### src/rtl/match_line_feeder.sv
// Assembles ACE CD snoop beats into a cache line, hands it to the pattern matcher,
// and publishes the matcher result with saturating full/partial match counters.
module match_line_feeder #(
    parameter int unsigned CL_SIZE    = 64,
    parameter int unsigned DATA_WIDTH = 128,
    parameter int unsigned TIMEOUT    = 8
) (
    input  logic                    i_clk,
    input  logic                    i_rst,
    input  logic [DATA_WIDTH-1:0]   i_cd_data,
    input  logic                    i_cd_valid,
    input  logic                    i_cd_last,
    output logic                    o_cd_ready,
    output logic [CL_SIZE*8-1:0]    o_cache_line,
    output logic                    o_trigger,
    input  logic                    i_full_match,
    input  logic                    i_partial_match,
    input  logic [3:0]              i_match_offset,
    input  logic                    i_op_end,
    output logic                    o_result_valid,
    output logic                    o_full_match,
    output logic                    o_partial_match,
    output logic [3:0]              o_match_offset,
    output logic                    o_err,
    input  logic                    i_clear_counts,
    output logic [15:0]             o_full_count,
    output logic [15:0]             o_partial_count
);

    localparam int unsigned LINE_W = CL_SIZE * 8;
    localparam int unsigned BEATS  = LINE_W / DATA_WIDTH;
    localparam int unsigned BEAT_W = (BEATS > 1) ? $clog2(BEATS) : 1;
    localparam int unsigned WAIT_W = (TIMEOUT > 1) ? $clog2(TIMEOUT) : 1;
    localparam int unsigned CNT_W  = 16;
    localparam int unsigned OFF_W  = 4;

    typedef enum logic [1:0] {
        S_COLLECT = 2'd0,
        S_WAIT    = 2'd1,
        S_REPORT  = 2'd2
    } state_t;

    state_t              state_q, state_d;
    logic [BEAT_W-1:0]   beat_cnt_q, beat_cnt_d;
    logic [WAIT_W-1:0]   wait_cnt_q, wait_cnt_d;
    logic [LINE_W-1:0]   line_q, line_d;
    logic                trigger_q, trigger_d;
    logic                result_valid_q, result_valid_d;
    logic                full_q, full_d;
    logic                partial_q, partial_d;
    logic [OFF_W-1:0]    offset_q, offset_d;
    logic                err_q, err_d;
    logic [CNT_W-1:0]    full_cnt_q, full_cnt_d;
    logic [CNT_W-1:0]    partial_cnt_q, partial_cnt_d;
    logic                capture;

    // State and output registers
    always_ff @(posedge i_clk) begin
        if (i_rst) begin
            state_q        <= S_COLLECT;
            beat_cnt_q     <= '0;
            wait_cnt_q     <= '0;
            line_q         <= '0;
            trigger_q      <= 1'b0;
            result_valid_q <= 1'b0;
            full_q         <= 1'b0;
            partial_q      <= 1'b0;
            offset_q       <= '0;
            err_q          <= 1'b0;
            full_cnt_q     <= '0;
            partial_cnt_q  <= '0;
        end else begin
            state_q        <= state_d;
            beat_cnt_q     <= beat_cnt_d;
            wait_cnt_q     <= wait_cnt_d;
            line_q         <= line_d;
            trigger_q      <= trigger_d;
            result_valid_q <= result_valid_d;
            full_q         <= full_d;
            partial_q      <= partial_d;
            offset_q       <= offset_d;
            err_q          <= err_d;
            full_cnt_q     <= full_cnt_d;
            partial_cnt_q  <= partial_cnt_d;
        end
    end

    // Next-state, line assembly, result capture and counters
    always_comb begin
        state_d        = state_q;
        beat_cnt_d     = beat_cnt_q;
        wait_cnt_d     = wait_cnt_q;
        line_d         = line_q;
        trigger_d      = trigger_q;
        result_valid_d = 1'b0;
        full_d         = full_q;
        partial_d      = partial_q;
        offset_d       = offset_q;
        err_d          = 1'b0;
        full_cnt_d     = full_cnt_q;
        partial_cnt_d  = partial_cnt_q;
        capture        = 1'b0;

        case (state_q)
            S_COLLECT: begin
                trigger_d  = 1'b0;
                wait_cnt_d = '0;
                if (i_cd_valid) begin
                    line_d[32'(beat_cnt_q) * DATA_WIDTH +: DATA_WIDTH] = i_cd_data;
                    if (beat_cnt_q == BEAT_W'(BEATS - 1)) begin
                        beat_cnt_d = '0;
                        state_d    = S_WAIT;
                        trigger_d  = 1'b1;
                        err_d      = ~i_cd_last;
                    end else if (i_cd_last) begin
                        // Short line: drop it and restart at word 0
                        beat_cnt_d = '0;
                        err_d      = 1'b1;
                    end else begin
                        beat_cnt_d = beat_cnt_q + BEAT_W'(1);
                    end
                end
            end
            S_WAIT: begin
                if (i_op_end) begin
                    capture        = 1'b1;
                    full_d         = i_full_match;
                    partial_d      = i_partial_match;
                    offset_d       = i_match_offset;
                    result_valid_d = 1'b1;
                    trigger_d      = 1'b0;
                    wait_cnt_d     = '0;
                    state_d        = S_REPORT;
                end else if (wait_cnt_q == WAIT_W'(TIMEOUT - 1)) begin
                    err_d      = 1'b1;
                    trigger_d  = 1'b0;
                    wait_cnt_d = '0;
                    state_d    = S_REPORT;
                end else begin
                    wait_cnt_d = wait_cnt_q + WAIT_W'(1);
                end
            end
            S_REPORT: begin
                // One guaranteed low-trigger cycle lets the matcher reset
                trigger_d = 1'b0;
                state_d   = S_COLLECT;
            end
            default: begin
                trigger_d = 1'b0;
                state_d   = S_COLLECT;
            end
        endcase

        if (i_clear_counts) begin
            full_cnt_d    = '0;
            partial_cnt_d = '0;
        end else if (capture) begin
            if (i_full_match && (full_cnt_q != {CNT_W{1'b1}})) begin
                full_cnt_d = full_cnt_q + CNT_W'(1);
            end
            if (i_partial_match && (partial_cnt_q != {CNT_W{1'b1}})) begin
                partial_cnt_d = partial_cnt_q + CNT_W'(1);
            end
        end
    end

    assign o_cd_ready      = (state_q == S_COLLECT);
    assign o_cache_line    = line_q;
    assign o_trigger       = trigger_q;
    assign o_result_valid  = result_valid_q;
    assign o_full_match    = full_q;
    assign o_partial_match = partial_q;
    assign o_match_offset  = offset_q;
    assign o_err           = err_q;
    assign o_full_count    = full_cnt_q;
    assign o_partial_count = partial_cnt_q;

endmodule

### config.mk
export PLATFORM = sky130hd
export DESIGN_NAME = match_line_feeder
export DESIGN_NICKNAME = d
export VERILOG_FILES = /design/src/rtl/match_line_feeder.sv
export SDC_FILE = /design/constraint.sdc
export NUM_CORES = 1
export LEC_CHECK = 0
export ABC_AREA = 1
export CAP_MARGIN = 10
export CORE_AREA = 4 4 265 267
export CTS_CLUSTER_SIZE = 28
export DETAILED_ROUTE_END_ITERATION = 12
export DIE_AREA = 0 0 269 271
export PLACE_DENSITY = 0.65
export SLEW_MARGIN = 5
export SYNTH_ARGS = -nofsm -noshare
export SYNTH_HDL_FRONTEND = slang
export SYNTH_SLANG_ARGS = --single-unit
### constraint.sdc
create_clock -name i_clk -period 1.85 [get_ports i_clk]
set_input_delay 0.37 -clock i_clk [delete_from_list [all_inputs] [get_ports i_clk]]
set_output_delay 0.37 -clock i_clk [all_outputs]
set_load 0.03 [all_outputs]
==> results.tsv <==
stage	metric	value	unit
global_routing	grt_pass1_wl	140000	um
pwr	pwr_density_cell	803	nW/um^2
route	dr.pass1.iters	5	
global_routing	antenna_found_initial	4	
pwr	ir_worst_vdd	0.744	mV
synth	seq_area_frac_synth	49.2	%
synth	postSynthRegisterBits	560	
clock_tree	cts.reportedPaths.clkPinSlew	0.06	ns
pwr	leakagePower	15.4	nW
synth	synth_area	22800	um^2
sta	whs	0.107	ns
worst_setup_path	crit_chain	clkinvlp_4, buf_4, ha_1, inv_2, nand2_4, buf_12, nor2_1, nand4_1, a21oi_1	
final_layout	drive_gt1_share	11.3	%
synth	ys_top_cells_by_area	dfxtp_1 49%, nand2_1 18%, a21oi_1 12%	
worst_setup_path	startpoint_type	flop	
synth	ys_warn_count	0	
flow_run	maxCapViolCount	0	
run_status	violations	negative setup slack	
final_layout	layout_common_cells	1,082 x nand2_1, 555 x dfxtp_1, 501 x a21oi_1	
run_status	status	complete, but fails checks	
floorplanning	rows	96	
final_layout	fillers	6742	
sta	slew_viol_final	0	
sta	worst_pin_slew	0.525	ns
placement	place_congestion	0.873	
floorplanning	dieHeight	271	um
sta	max-slew-margin-rel	65.0	%
sta	fin_ws	-0.0326	ns
final_layout	nNetsFinal	4136	
sta	fin_skew	0.0151	ns
sta	fin_crit	1.88	ns
synth	yosys.area.top_type	dfxtp_1	
route	routed_wl	97700	um
clock_tree	numCtsBuffers	60	
synth	synthDistinctLibCells	27	
worst_setup_path	r2r_cells	9	
route	drc	0	
worst_hold_path	holdPathStages	2	
synth	synth_cells	3257	
sta	setup_viol	9	
placement	pre_cts_slack	-0.278	ns
global_routing	grt_usage	24.5	%
pwr	seqPwrFrac	44.4	%
route	drt-initial-drc-count	1663	
floorplanning	fp.dieArea	72900	um^2
synth	netlist.area_leader.share	49.2	%
clock_tree	cts_tree	done	
floorplanning	pin_count	694	
placement	hpwl	67500	um
worst_setup_path	criticalPathCategory	flop to flop	
sta	finalHoldViolCount	0	
route	antenna_left	0	
route	vias	24500	
pwr	internal_power	0.0203	W
floorplanning	start_util	33.5	%
pwr	comb_power_share	12.6	%
sta	grt_setup_unrepaired	true	
placement	io_buffers	693	
worst_setup_path	arrival	2.42	ns
floorplanning	die_w	269	um
worst_setup_path	slowest_stage	dfxtp_4	
clock_tree	cts.path.max_buffers	3	
clock_tree	cts_sinks	560	
global_routing	grt_pass1_vias	23200	
clock_tree	root_buffer	clkbuf_16	
final_layout	layout_commonest_cell	nand2_1	
worst_setup_path	cp_max_fo	30	
final_layout	syn_to_final_growth	50.8	%
floorplanning	core	68100	um^2
sta	fin_crit_sh	102	%
global_routing	grt_max_degree	77	
pwr	p_sw	0.00734	W
worst_hold_path	hold_path_class	primary input to flop	
worst_setup_path	setup.worst_path.end_class	flop	
worst_setup_path	cp.required	2.38	ns
synth	syn-num-nets	3406	
clock_tree	h-tree-depth	2	
global_routing	overflow	0	
pwr	p_clk_share	43.0	%
clock_tree	clk_latency	0.62	ns
route	routedWlPerCell	19.9	um
pwr	switching_share	26.6	%
synth	synth_area_per_cell	7.00	um^2
route	viasPerCell	4.98	
clock_tree	ctsHoldBuffers	0	
sta	max_freq	0.531	GHz
worst_setup_path	cpPeakStageDelay	0.36	ns
==> stage by stage <==
| step | util (%) | TNS (ns) | power [W] | cell area, um^2 | std cells |
|---|---|---|---|---|---|
| floorplan | - | -2.04 | 0.0140 | 22800 | 3257 |
| global placement | 47.1 | -56.50 | 0.0158 | 32100 | 4777 |
| detailed placement | 47.1 | -69.51 | 0.0158 | 32100 | 4777 |
| CTS | 49.1 | 0 | 0.0276 | 33500 | 4889 |
| global route | 50.5 | -8.26 | 0.0285 | 34400 | 4919 |
| finish | 50.5 | -0.100 | 0.0276 | 34400 | 4919 |
==> sequential cells by signal, summed over array words and instances, names as in the netlist <==
register         count
wait_cnt_q           3
o_partial_match      1
state_q              2
o_result_valid       1
o_match_offset       4
o_full_match         1
o_err                1
beat_cnt_q           2
o_cache_line       512
o_partial_count     16
o_full_count        16
o_trigger            1
==> cell type report <==
type | instances | area (um^2) | area share (%)
Tap cell | 882 | 1100 | 3.21
Clock buffer | 94 | 1800 | 5.24
Timing Repair Buffer | 912 | 9270 | 27.0
Antenna cell | 2 | 5.00 | 0.0146
Sequential cell | 560 | 11200 | 32.6
Multi-Input combinational cell | 2215 | 9940 | 28.9
Inverter | 238 | 905 | 2.63
Clock inverter | 16 | 123 | 0.357
==> cells in the mapped netlist (all sizes together) <==
cell	instances
a211oi	3
a21oi	546
a32oi	2
buf	107
clkbuf	137
clkinv	1
dfxtp	560
ha	9
inv	237
nand2	1090
nand3	23
nand3b	3
nand4	138
nor2	379
nor3	6
o21a	1
o21ai	4
o21bai	1
xnor2	3
xor2	7
==> metal layers <==
metal / up-vias / GRT usage (%) / wire, um
met1: 11600 / 29.2 / 38600
met3: 192 / 7.91 / 9310
met2: 956 / 41.4 / 46100
met5: - / 0 / 21
met4: 4 / 8.53 / 3710
li1: 11800 / - / -
==> path summary, 6_finish.rpt <==
check	slack [ns]	startpoint	endpoint
max	-0.03	beat_cnt_q[0]$_SDFFE_PP0P_	o_cache_line[130]$_SDFFE_PP0P_
min	0.11	i_rst	o_cache_line[460]$_SDFFE_PP0P_
max reg2reg	-0.03	beat_cnt_q[0]$_SDFFE_PP0P_	o_cache_line[130]$_SDFFE_PP0P_
min reg2reg	0.46	o_cache_line[131]$_SDFFE_PP0P_	o_cache_line[131]$_SDFFE_PP0P_
==> what timing repair did <==
| action | in CTS | in global routing |
|---|---|---|
| setup buffers | 1 | 10 |
| gates cloned | 1 | 19 |
| setup endpoints to repair | 654 | 287 |
| pin swaps | 1 | 7 |
| resized for setup | 632 | 163 |
==> power groups by stage <==
stage	registers, W	clock network, W	logic (W)
3_3_place_gp	0.0125	0	0.00325
2_1_floorplan	0.0127	0	0.00128
5_1_grt	0.0123	0.0126	0.00369
6_report	0.0122	0.0119	0.00349
4_1_cts	0.0122	0.0121	0.00324
3_5_place_dp	0.0125	0	0.00325
==> worst max-delay path, delay by kind of cell, from the launching register on <==
| kind | cells | cell delay (ns) |
|---|---|---|
| flip-flops | 1 | 0.36 |
| AND/OR/NAND/NOR | 3 | 0.48 |
| buffers and inverters | 4 | 0.56 |
| adder cells (fa/ha/maj) | 1 | 0.21 |
| AO/OA/AOI/OAI | 1 | 0.15 |
==> cell families (layout without fill, tap and decap cells) <==
group	count (synthesis)	in the layout	synth area share, %
buf+inv	482	1260	8.72
xor+xnor	10	10	0.384
flops	560	560	49.2
fa+ha+maj	9	9	0.494
simple gates	1639	1639	28.9
other cells	0	2	0
compound gates	557	557	12.3
Power figures use the tool's default switching activity.
